## src/rtl/vga_timing_decoder.sv

```systemverilog
// Sink-side raster decoder: recovers CounterX/CounterY/de from blank streams and locks onto a stable raster.
// Optional sync statistics outputs are enabled by defining VGA_DECODER_STATS_EN.
module vga_timing_decoder #(
    parameter int CW          = 16,
    parameter int LOCK_FRAMES = 2
) (
    input  logic          Clk,
    input  logic          Reset_n,
    input  logic          hblank_in,
    input  logic          vblank_in,
    input  logic          hsync_in,
    input  logic          vsync_in,
    output logic [CW-1:0] CounterX,
    output logic [CW-1:0] CounterY,
    output logic          de,
    output logic          locked,
    output logic          lock_err,
    output logic [CW-1:0] line_clocks,
    output logic [CW-1:0] active_clocks,
    output logic [CW-1:0] frame_lines,
    output logic [CW-1:0] active_lines
`ifdef VGA_DECODER_STATS_EN
    ,
    output logic [CW-1:0] hsync_width,
    output logic [CW-1:0] vsync_lines,
    output logic [7:0]    lock_loss_cnt
`endif
);

    localparam logic [CW-1:0] CNT_ZERO = {CW{1'b0}};
    localparam logic [CW-1:0] CNT_ONE  = {{(CW-1){1'b0}}, 1'b1};
    localparam logic [CW-1:0] CNT_MAX  = {CW{1'b1}};
    localparam logic [CW-1:0] LOCK_TGT = CW'(LOCK_FRAMES);

    typedef enum logic [1:0] {
        ST_SEARCH  = 2'b00,
        ST_ACQUIRE = 2'b01,
        ST_LOCKED  = 2'b10
    } state_t;

    function automatic logic [CW-1:0] sat_inc(input logic [CW-1:0] v);
        logic [CW-1:0] r;
        if (v == CNT_MAX) begin
            r = v;
        end else begin
            r = v + CNT_ONE;
        end
        return r;
    endfunction

    logic          hb_r, hb_d, vb_r, vb_d;
    logic          ls_s, fs_s, hrise_s, vrise_s, apply_s;
    logic [CW-1:0] period_s, lines_s;

    logic [CW-1:0] cnt_x_r, cnt_y_r, cnt_x_nxt_s, cnt_y_nxt_s;
    logic          fs_pend_r, fs_pend_nxt_s;
    logic [CW-1:0] line_clk_r, act_clk_r, frame_ln_r, act_ln_r;
    logic [CW-1:0] line_clk_nxt_s, act_clk_nxt_s, frame_ln_nxt_s, act_ln_nxt_s;

    logic [CW-1:0] first_per_r, first_per_nxt_s;
    logic          first_vld_r, first_vld_nxt_s;
    logic          cons_r, cons_nxt_s, cons_now_s;

    state_t        state_r, state_nxt_s;
    logic [CW-1:0] match_r, match_nxt_s;
    logic [CW-1:0] prev_line_r, prev_frame_r, prev_line_nxt_s, prev_frame_nxt_s;
    logic          prev_vld_r, prev_vld_nxt_s;
    logic [CW-1:0] lk_line_r, lk_frame_r, lk_line_nxt_s, lk_frame_nxt_s;
    logic          err_nxt_s, de_nxt_s;
    logic          de_r, locked_r, lock_err_r;

    assign ls_s     = ~hb_r & hb_d;
    assign fs_s     = ~vb_r & vb_d;
    assign hrise_s  = hb_r & ~hb_d;
    assign vrise_s  = vb_r & ~vb_d;
    assign apply_s  = ls_s & (fs_s | fs_pend_r);
    assign period_s = sat_inc(cnt_x_r);
    assign lines_s  = sat_inc(cnt_y_r);

    // Position counters, pending frame start and geometry measurements
    always_comb begin
        cnt_x_nxt_s    = cnt_x_r;
        cnt_y_nxt_s    = cnt_y_r;
        fs_pend_nxt_s  = fs_pend_r;
        line_clk_nxt_s = line_clk_r;
        act_clk_nxt_s  = act_clk_r;
        frame_ln_nxt_s = frame_ln_r;
        act_ln_nxt_s   = act_ln_r;
        if (ls_s) begin
            cnt_x_nxt_s    = CNT_ZERO;
            fs_pend_nxt_s  = 1'b0;
            line_clk_nxt_s = period_s;
            if (apply_s) begin
                cnt_y_nxt_s    = CNT_ZERO;
                frame_ln_nxt_s = lines_s;
            end else begin
                cnt_y_nxt_s    = lines_s;
            end
        end else begin
            cnt_x_nxt_s = period_s;
            if (fs_s) begin
                fs_pend_nxt_s = 1'b1;
            end else begin
                fs_pend_nxt_s = fs_pend_r;
            end
        end
        if (hrise_s) begin
            act_clk_nxt_s = period_s;
        end else begin
            act_clk_nxt_s = act_clk_r;
        end
        if (vrise_s) begin
            act_ln_nxt_s = lines_s;
        end else begin
            act_ln_nxt_s = act_ln_r;
        end
    end

    // A frame is consistent while every line period equals the first one of the frame
    assign cons_now_s = cons_r & (~first_vld_r | (period_s == first_per_r));

    // Per-frame line-period consistency tracking
    always_comb begin
        first_per_nxt_s = first_per_r;
        first_vld_nxt_s = first_vld_r;
        cons_nxt_s      = cons_r;
        if (apply_s) begin
            first_vld_nxt_s = 1'b0;
            cons_nxt_s      = 1'b1;
        end else if (ls_s) begin
            first_vld_nxt_s = 1'b1;
            cons_nxt_s      = cons_now_s;
            if (first_vld_r) begin
                first_per_nxt_s = first_per_r;
            end else begin
                first_per_nxt_s = period_s;
            end
        end else begin
            cons_nxt_s = cons_r;
        end
    end

    // Lock FSM next state and registered-output precursors
    always_comb begin
        state_nxt_s      = state_r;
        match_nxt_s      = match_r;
        prev_line_nxt_s  = prev_line_r;
        prev_frame_nxt_s = prev_frame_r;
        prev_vld_nxt_s   = prev_vld_r;
        lk_line_nxt_s    = lk_line_r;
        lk_frame_nxt_s   = lk_frame_r;
        err_nxt_s        = 1'b0;
        case (state_r)
            ST_SEARCH: begin
                if (apply_s) begin
                    state_nxt_s    = ST_ACQUIRE;
                    match_nxt_s    = CNT_ZERO;
                    prev_vld_nxt_s = 1'b0;
                end else begin
                    state_nxt_s = ST_SEARCH;
                end
            end
            ST_ACQUIRE: begin
                if (apply_s && cons_now_s) begin
                    if (prev_vld_r && (period_s == prev_line_r) && (lines_s == prev_frame_r)) begin
                        match_nxt_s = sat_inc(match_r);
                    end else begin
                        match_nxt_s = CNT_ONE;
                    end
                    prev_line_nxt_s  = period_s;
                    prev_frame_nxt_s = lines_s;
                    prev_vld_nxt_s   = 1'b1;
                    if (match_nxt_s >= LOCK_TGT) begin
                        state_nxt_s    = ST_LOCKED;
                        lk_line_nxt_s  = period_s;
                        lk_frame_nxt_s = lines_s;
                    end else begin
                        state_nxt_s = ST_ACQUIRE;
                    end
                end else if (apply_s) begin
                    match_nxt_s    = CNT_ZERO;
                    prev_vld_nxt_s = 1'b0;
                end else begin
                    state_nxt_s = ST_ACQUIRE;
                end
            end
            ST_LOCKED: begin
                if ((ls_s && (period_s != lk_line_r)) ||
                    (apply_s && (lines_s != lk_frame_r)) ||
                    ((cnt_x_r == CNT_MAX) && !ls_s)) begin
                    state_nxt_s = ST_SEARCH;
                    match_nxt_s = CNT_ZERO;
                    err_nxt_s   = 1'b1;
                end else begin
                    state_nxt_s = ST_LOCKED;
                end
            end
            default: begin
                state_nxt_s = ST_SEARCH;
                match_nxt_s = CNT_ZERO;
            end
        endcase
        de_nxt_s = (state_nxt_s == ST_LOCKED) && (cnt_x_nxt_s < act_clk_nxt_s) &&
                   (cnt_y_nxt_s < act_ln_nxt_s);
    end

    // State, counter and output registers
    always_ff @(posedge Clk or negedge Reset_n) begin
        if (!Reset_n) begin
            hb_r         <= 1'b0;
            hb_d         <= 1'b0;
            vb_r         <= 1'b0;
            vb_d         <= 1'b0;
            cnt_x_r      <= CNT_ZERO;
            cnt_y_r      <= CNT_ZERO;
            fs_pend_r    <= 1'b0;
            line_clk_r   <= CNT_ZERO;
            act_clk_r    <= CNT_ZERO;
            frame_ln_r   <= CNT_ZERO;
            act_ln_r     <= CNT_ZERO;
            first_per_r  <= CNT_ZERO;
            first_vld_r  <= 1'b0;
            cons_r       <= 1'b1;
            state_r      <= ST_SEARCH;
            match_r      <= CNT_ZERO;
            prev_line_r  <= CNT_ZERO;
            prev_frame_r <= CNT_ZERO;
            prev_vld_r   <= 1'b0;
            lk_line_r    <= CNT_ZERO;
            lk_frame_r   <= CNT_ZERO;
            de_r         <= 1'b0;
            locked_r     <= 1'b0;
            lock_err_r   <= 1'b0;
        end else begin
            hb_r         <= hblank_in;
            hb_d         <= hb_r;
            vb_r         <= vblank_in;
            vb_d         <= vb_r;
            cnt_x_r      <= cnt_x_nxt_s;
            cnt_y_r      <= cnt_y_nxt_s;
            fs_pend_r    <= fs_pend_nxt_s;
            line_clk_r   <= line_clk_nxt_s;
            act_clk_r    <= act_clk_nxt_s;
            frame_ln_r   <= frame_ln_nxt_s;
            act_ln_r     <= act_ln_nxt_s;
            first_per_r  <= first_per_nxt_s;
            first_vld_r  <= first_vld_nxt_s;
            cons_r       <= cons_nxt_s;
            state_r      <= state_nxt_s;
            match_r      <= match_nxt_s;
            prev_line_r  <= prev_line_nxt_s;
            prev_frame_r <= prev_frame_nxt_s;
            prev_vld_r   <= prev_vld_nxt_s;
            lk_line_r    <= lk_line_nxt_s;
            lk_frame_r   <= lk_frame_nxt_s;
            de_r         <= de_nxt_s;
            locked_r     <= (state_nxt_s == ST_LOCKED);
            lock_err_r   <= err_nxt_s;
        end
    end

    assign CounterX      = cnt_x_r;
    assign CounterY      = cnt_y_r;
    assign de            = de_r;
    assign locked        = locked_r;
    assign lock_err      = lock_err_r;
    assign line_clocks   = line_clk_r;
    assign active_clocks = act_clk_r;
    assign frame_lines   = frame_ln_r;
    assign active_lines  = act_ln_r;

`ifdef VGA_DECODER_STATS_EN
    logic          hs_r, hs_d, vs_r, vs_d;
    logic [CW-1:0] hs_cnt_r, vs_cnt_r, hs_width_r, vs_lines_r;
    logic [7:0]    loss_cnt_r;

    // Sync pulse widths are captured on the falling edge of each pulse
    always_ff @(posedge Clk or negedge Reset_n) begin
        if (!Reset_n) begin
            hs_r       <= 1'b0;
            hs_d       <= 1'b0;
            vs_r       <= 1'b0;
            vs_d       <= 1'b0;
            hs_cnt_r   <= CNT_ZERO;
            vs_cnt_r   <= CNT_ZERO;
            hs_width_r <= CNT_ZERO;
            vs_lines_r <= CNT_ZERO;
            loss_cnt_r <= 8'd0;
        end else begin
            hs_r <= hsync_in;
            hs_d <= hs_r;
            vs_r <= vsync_in;
            vs_d <= vs_r;
            if (hs_r) begin
                hs_cnt_r <= sat_inc(hs_cnt_r);
            end else if (hs_d) begin
                hs_width_r <= hs_cnt_r;
                hs_cnt_r   <= CNT_ZERO;
            end else begin
                hs_cnt_r <= CNT_ZERO;
            end
            if (vs_r && ls_s) begin
                vs_cnt_r <= sat_inc(vs_cnt_r);
            end else if (!vs_r && vs_d) begin
                vs_lines_r <= vs_cnt_r;
                vs_cnt_r   <= CNT_ZERO;
            end else begin
                vs_cnt_r <= vs_cnt_r;
            end
            if (err_nxt_s && (loss_cnt_r != 8'hFF)) begin
                loss_cnt_r <= loss_cnt_r + 8'd1;
            end else begin
                loss_cnt_r <= loss_cnt_r;
            end
        end
    end

    assign hsync_width   = hs_width_r;
    assign vsync_lines   = vs_lines_r;
    assign lock_loss_cnt = loss_cnt_r;
`else
    logic unused_sync_s;
    assign unused_sync_s = hsync_in ^ vsync_in;
`endif

endmodule

```

## config.mk

```make
export PLATFORM = sky130hd
export DESIGN_NAME = vga_timing_decoder
export DESIGN_NICKNAME = d
export VERILOG_FILES = /design/src/rtl/vga_timing_decoder.sv
export SDC_FILE = /design/constraint.sdc
export NUM_CORES = 1
export LEC_CHECK = 0
export CORE_UTILIZATION = 55
export DETAILED_ROUTE_END_ITERATION = 7
export GPL_ROUTABILITY_DRIVEN = 1
export GPL_TIMING_DRIVEN = 0
export PLACE_DENSITY = 0.74
export SETUP_SLACK_MARGIN = 0.2
export SLEW_MARGIN = 20
export SYNTH_ARGS = -nofsm -noshare
export SYNTH_HDL_FRONTEND = slang
export SYNTH_SLANG_ARGS = --single-unit
```

## constraint.sdc

```tcl
create_clock -name Clk -period 9.1 [get_ports Clk]
set_input_delay 1.82 -clock Clk [delete_from_list [all_inputs] [get_ports Clk]]
set_output_delay 1.82 -clock Clk [all_outputs]
set_load 0.01 [all_outputs]
```

==> out/metrics.sh <==
RUN_STATUS='completed'
CTS.REPAIR_TIMING.SETUP_BUFFER_COUNT=0
WORSTSKEWPAIRLATENCY_NS=0.53
HTREEDEPTH=1
WL_PER_CELL_UM=23.3
FINALNONFILLERCELLS=1718
CTS_SINKS=205
R2R-START='CounterX[1]$_DFF_PN0_'
REQUIRED_NS=9.50
NUMCTSBUFFERS=23
POST-ROUTE-DRC-COUNT=0
FLOORPLAN.CORE_AREA_UM2=21100
R2R_CELLS=12
P_TOTAL_mW=2.50
LAYOUT_WORST_PATH_CYCLE_SHARE=0.656
YOSYS.AREA_SHARE.XOR_XNOR=0.0626
P_LEAK_nW=6.10
ROUTE.FINAL.WIRE_LENGTH_UM=40000
SYNTHTOPCELLSBYCOUNT='204 x dfrtp_1, 172 x nand2_1, 117 x o21ai_0'
VIA_COUNT_OF_THE_FIRST_GLOBAL_ROUTING_PASS=10600
INITIAL_CORE_UTIL=0.562
FILLER_CELL_COUNT=1717
GRT_ANTENNA_BEFORE_REPAIR=1
POST-PLACE-CELLS=1678
HOLD_STARTPOINT='vb_r$_DFF_PN0_'
SETUP-VIOLATIONS-FINAL=0
PLACE.GP.CONGESTION=0.976
SYNTH.DISTINCT_CELLS=81
DRT_ITER0_MARKERS=1213
POST-DP-HPWL_UM=29900
GROUTE.USAGE.OVERALL=0.369
MIN-DELAY-PATH-CLASS='reg2reg'
SYNTH-MAIN-FF-CELL='dfrtp_1'
GRT_SETUP_UNREPAIRED='false'
ADDER_CELL_SHARE_OF_THE_SYNTHESIZED_AREA=0.0348
DRT-VIAS-PER-INSTANCE=6.35
SYNTH_TOP_FAMILY_BY_AREA='simple AND/OR/NAND/NOR gates'
CLK_ROOT_BUFFER_CELL='clkbuf_16'
OVERFLOW=0
SYNTH_AREA_UM2=11900
TRITONCTS='yes'
YOSYSTOPAREACELLSHARE=0.430
HOLD_END='vb_d$_DFF_PN0_'
DIODES=0
MAX_CAP_VIOLATIONS=0
CP.ARRIVAL_NS=6.37
CLKTRANSATPATHREGS_NS=0.06
GRT_MAX_DEGREE=94
SYNTH_ENABLE_FLOP_CELLS=0
TIMING.MAX_SLEW.REL_SLACK=0.195
CRIT_FANOUT=10
COUNT_OF_TRITONROUTE_ITERATIONS_IN_THE_FIRST_ROUTING_PASS=6
FINALCLOCKSKEW_NS=0.0189
TIMING.FINAL.MAX_SLEW_VIOLATIONS=0
R2R_SLACK_NS=3.13
SYNTH_COMPOUND_AREA_FRAC=0.177
FINAL_NET_COUNT=1467
POST_CTS_RESIZED=0
CRITPATHLAUNCH='CounterX[1]$_DFF_PN0_'
DR_TOTAL_VIAS=10900
YS_SEQ_AREA_FRAC=0.433
IRDROPWORSTVDD_uV=132
DESIGN.DIE.AREA_UM2=22200
YS_FF_LATCH=205
IO_BUFFERS=102
PATH_CLASS='reg2reg'
DIE_H_UM=149
PLACEMENTROWS=53
TIMING.RR.END='lk_line_r[2]$_DFFE_PN0P_'
GATE_COUNT_AFTER_TECHNOLOGY_MAPPING=1298
SYNTH.MUX.AREA_FRACTION=0.0492
HOLD_VIOL_FINAL=0
CTS-ROOT-TO-SINK-BUFFERS=3
REMAINING_ANTENNA_VIOLATION_COUNT_AFTER_ROUTING=0
WHS_NS=0.398
ACTUAL_TRANSITION_AT_THE_WORST_MAX_TRANSITION_PIN_NS=1.18
SETUP.WORST_PATH.START_CLASS='register'
SYNTHESIS.YOSYS.WARNINGS=0
YS_TOP_CELLS_BY_AREA='dfrtp_1 43%, nand2_1 5.4%, o21ai_0 4.9%'
YOSYS.AREA_SHARE.SIMPLE=0.186
MAXCLOCKFREQUENCY_GHz=0.168
DRIVE_ABOVE_1_SHARE=0.0707
WORST_HOLD_PATH.NUM_CELLS=0
MOST_FREQUENT_CELL_AFTER_SYNTHESIS='dfrtp_1'
FLOORPLAN.DIE.WIDTH_UM=149
POWER.DENSITY_CELL_AREA_nW_PER_UM2=178
WORST_SETUP_PATH_END_KIND='register'
SYNTH.AVG_CELL_AREA_UM2=9.14
GRT_PASS1_WL_UM=61800
SYNTH_NETS=1337
SYNTH_AREA_LEADER_CELL='dfrtp_1'
FINAL_PERIOD_MINUS_WORST_SETUP_SLACK_NS=5.97
AREAGROWTHSYNTHTOFINISH_PCT=18.7
IOPINCOUNT=105
SYNTH_ASYNC_SR_FLOP_SHARE=1.00
CTS-HOLD-FIX-BUFFERS=0
[metal layers]
layer / part of all wire / GRT usage / vias to the layer above
met1: 0.42 / 0.507 / 5366
met3: 0.095 / 0.0795 / 82
met2: 0.45 / 0.578 / 529
li1: - / - / 4924
met4: 0.031 / 0.127 / 0
met5: 0 / 0 / -
[sequential cells by signal (all words and copies together), names as in the netlist, 16 cells and up, named ones only]
signal	flops
lk_line_r	16
frame_lines	16
active_lines	16
first_per_r	16
lk_frame_r	16
CounterY	16
prev_frame_r	16
prev_line_r	16
line_clocks	16
CounterX	16
active_clocks	16
match_r	16
[cells by family after synthesis]
logic type,after synthesis
AOI/OAI and AO/OA,316
DFF,205
muxes,56
buffers and inverters,166
and+or+nand+nor,439
xor gates and xnor gates,83
adders and majority gates,33
[critical path, stage by stage (launching register included)]
cell,delay (ns)
dfrtp_1,0.55
ha_1,0.22
clkbuf_1,0.36
nand3_1,0.26
nor4_2,0.72
mux2i_1,0.90
o221ai_1,0.23
or4_1,0.61
or4_1,0.59
clkbuf_1,0.21
nor3_4,0.54
buf_6,0.29
mux2_1,0.35
[report_power, final]
| group | switching [mW] | internal, mW |
|---|---|---|
| combinational | 0.307 | 0.192 |
| sequential | 0.0592 | 0.970 |
| clock | 0.396 | 0.575 |
[cell type report]
class / instances / area, um^2 / area share
multi-input cells: 927 / 6060 / 0.431
flip-flops and latches: 205 / 5130 / 0.365
repair buffers: 105 / 1090 / 0.0772
clock buffers: 30 / 632 / 0.0449
plain buffers: 84 / 373 / 0.0265
well taps: 275 / 344 / 0.0244
inverters: 82 / 308 / 0.0219
clock inverters: 10 / 139 / 0.00987
[worst max path at each step]
stage / end / cells past startpoint
3_5_place_dp: lk_line_r[2]$_DFFE_PN0P_ / 12
3_3_place_gp: line_clocks[6]$_DFFE_PN0P_ / 1
6_report: lk_line_r[2]$_DFFE_PN0P_ / 12
4_1_cts: lk_line_r[2]$_DFFE_PN0P_ / 12
5_1_grt: lk_line_r[2]$_DFFE_PN0P_ / 12
2_1_floorplan: lk_line_r[13]$_DFFE_PN0P_ / 12
[cell usage in the layout (no fill, tap or decap), types with 8 or more instances in the layout]
| cell type | netlist | final |
|---|---|---|
| xnor2_1 | 58 | 58 |
| o21a_1 | 33 | 33 |
| buf_2 | 18 | 19 |
| nor2b_1 | 8 | 8 |
| dfrtp_1 | 204 | 204 |
| o211ai_1 | 15 | 15 |
| a21o_1 | 16 | 16 |
| nand3_1 | 36 | 36 |
| mux2_2 | 12 | 12 |
| a31oi_1 | 11 | 11 |
| o21ai_0 | 117 | 117 |
| nor3_1 | 27 | 27 |
| and4_1 | 9 | 9 |
| nor2_1 | 54 | 54 |
| a211oi_1 | 9 | 9 |
| nor4_1 | 18 | 16 |
| ha_1 | 33 | 33 |
| inv_1 | 82 | 82 |
| o31ai_1 | 8 | 8 |
| nand2b_1 | 9 | 9 |
| clkbuf_16 | 0 | 23 |
| or4_1 | 8 | 8 |
| nand2_1 | 172 | 172 |
| mux2i_1 | 40 | 39 |
| a21oi_1 | 31 | 31 |
| xor2_1 | 23 | 23 |
| and3_1 | 16 | 16 |
| clkdlybuf4s50_1 | 0 | 101 |
| clkbuf_1 | 57 | 61 |
| nand4_1 | 45 | 45 |
[stage by stage]
| stage | TNS [ns] | util | setup WS [ns] | instance area [um^2] |
|---|---|---|---|---|
| 2_1_floorplan | 0 | - | 4.80 | 11900 |
| 3_3_place_gp | -506.21 | 0.627 | -2.51 | 13200 |
| 3_5_place_dp | 0 | 0.631 | 3.36 | 13300 |
| 4_1_cts | 0 | 0.667 | 3.31 | 14100 |
| 5_1_grt | 0 | 0.667 | 3.04 | 14100 |
| 6_report | 0 | 0.667 | 3.13 | 14100 |
Power figures use the tool's default switching activity.
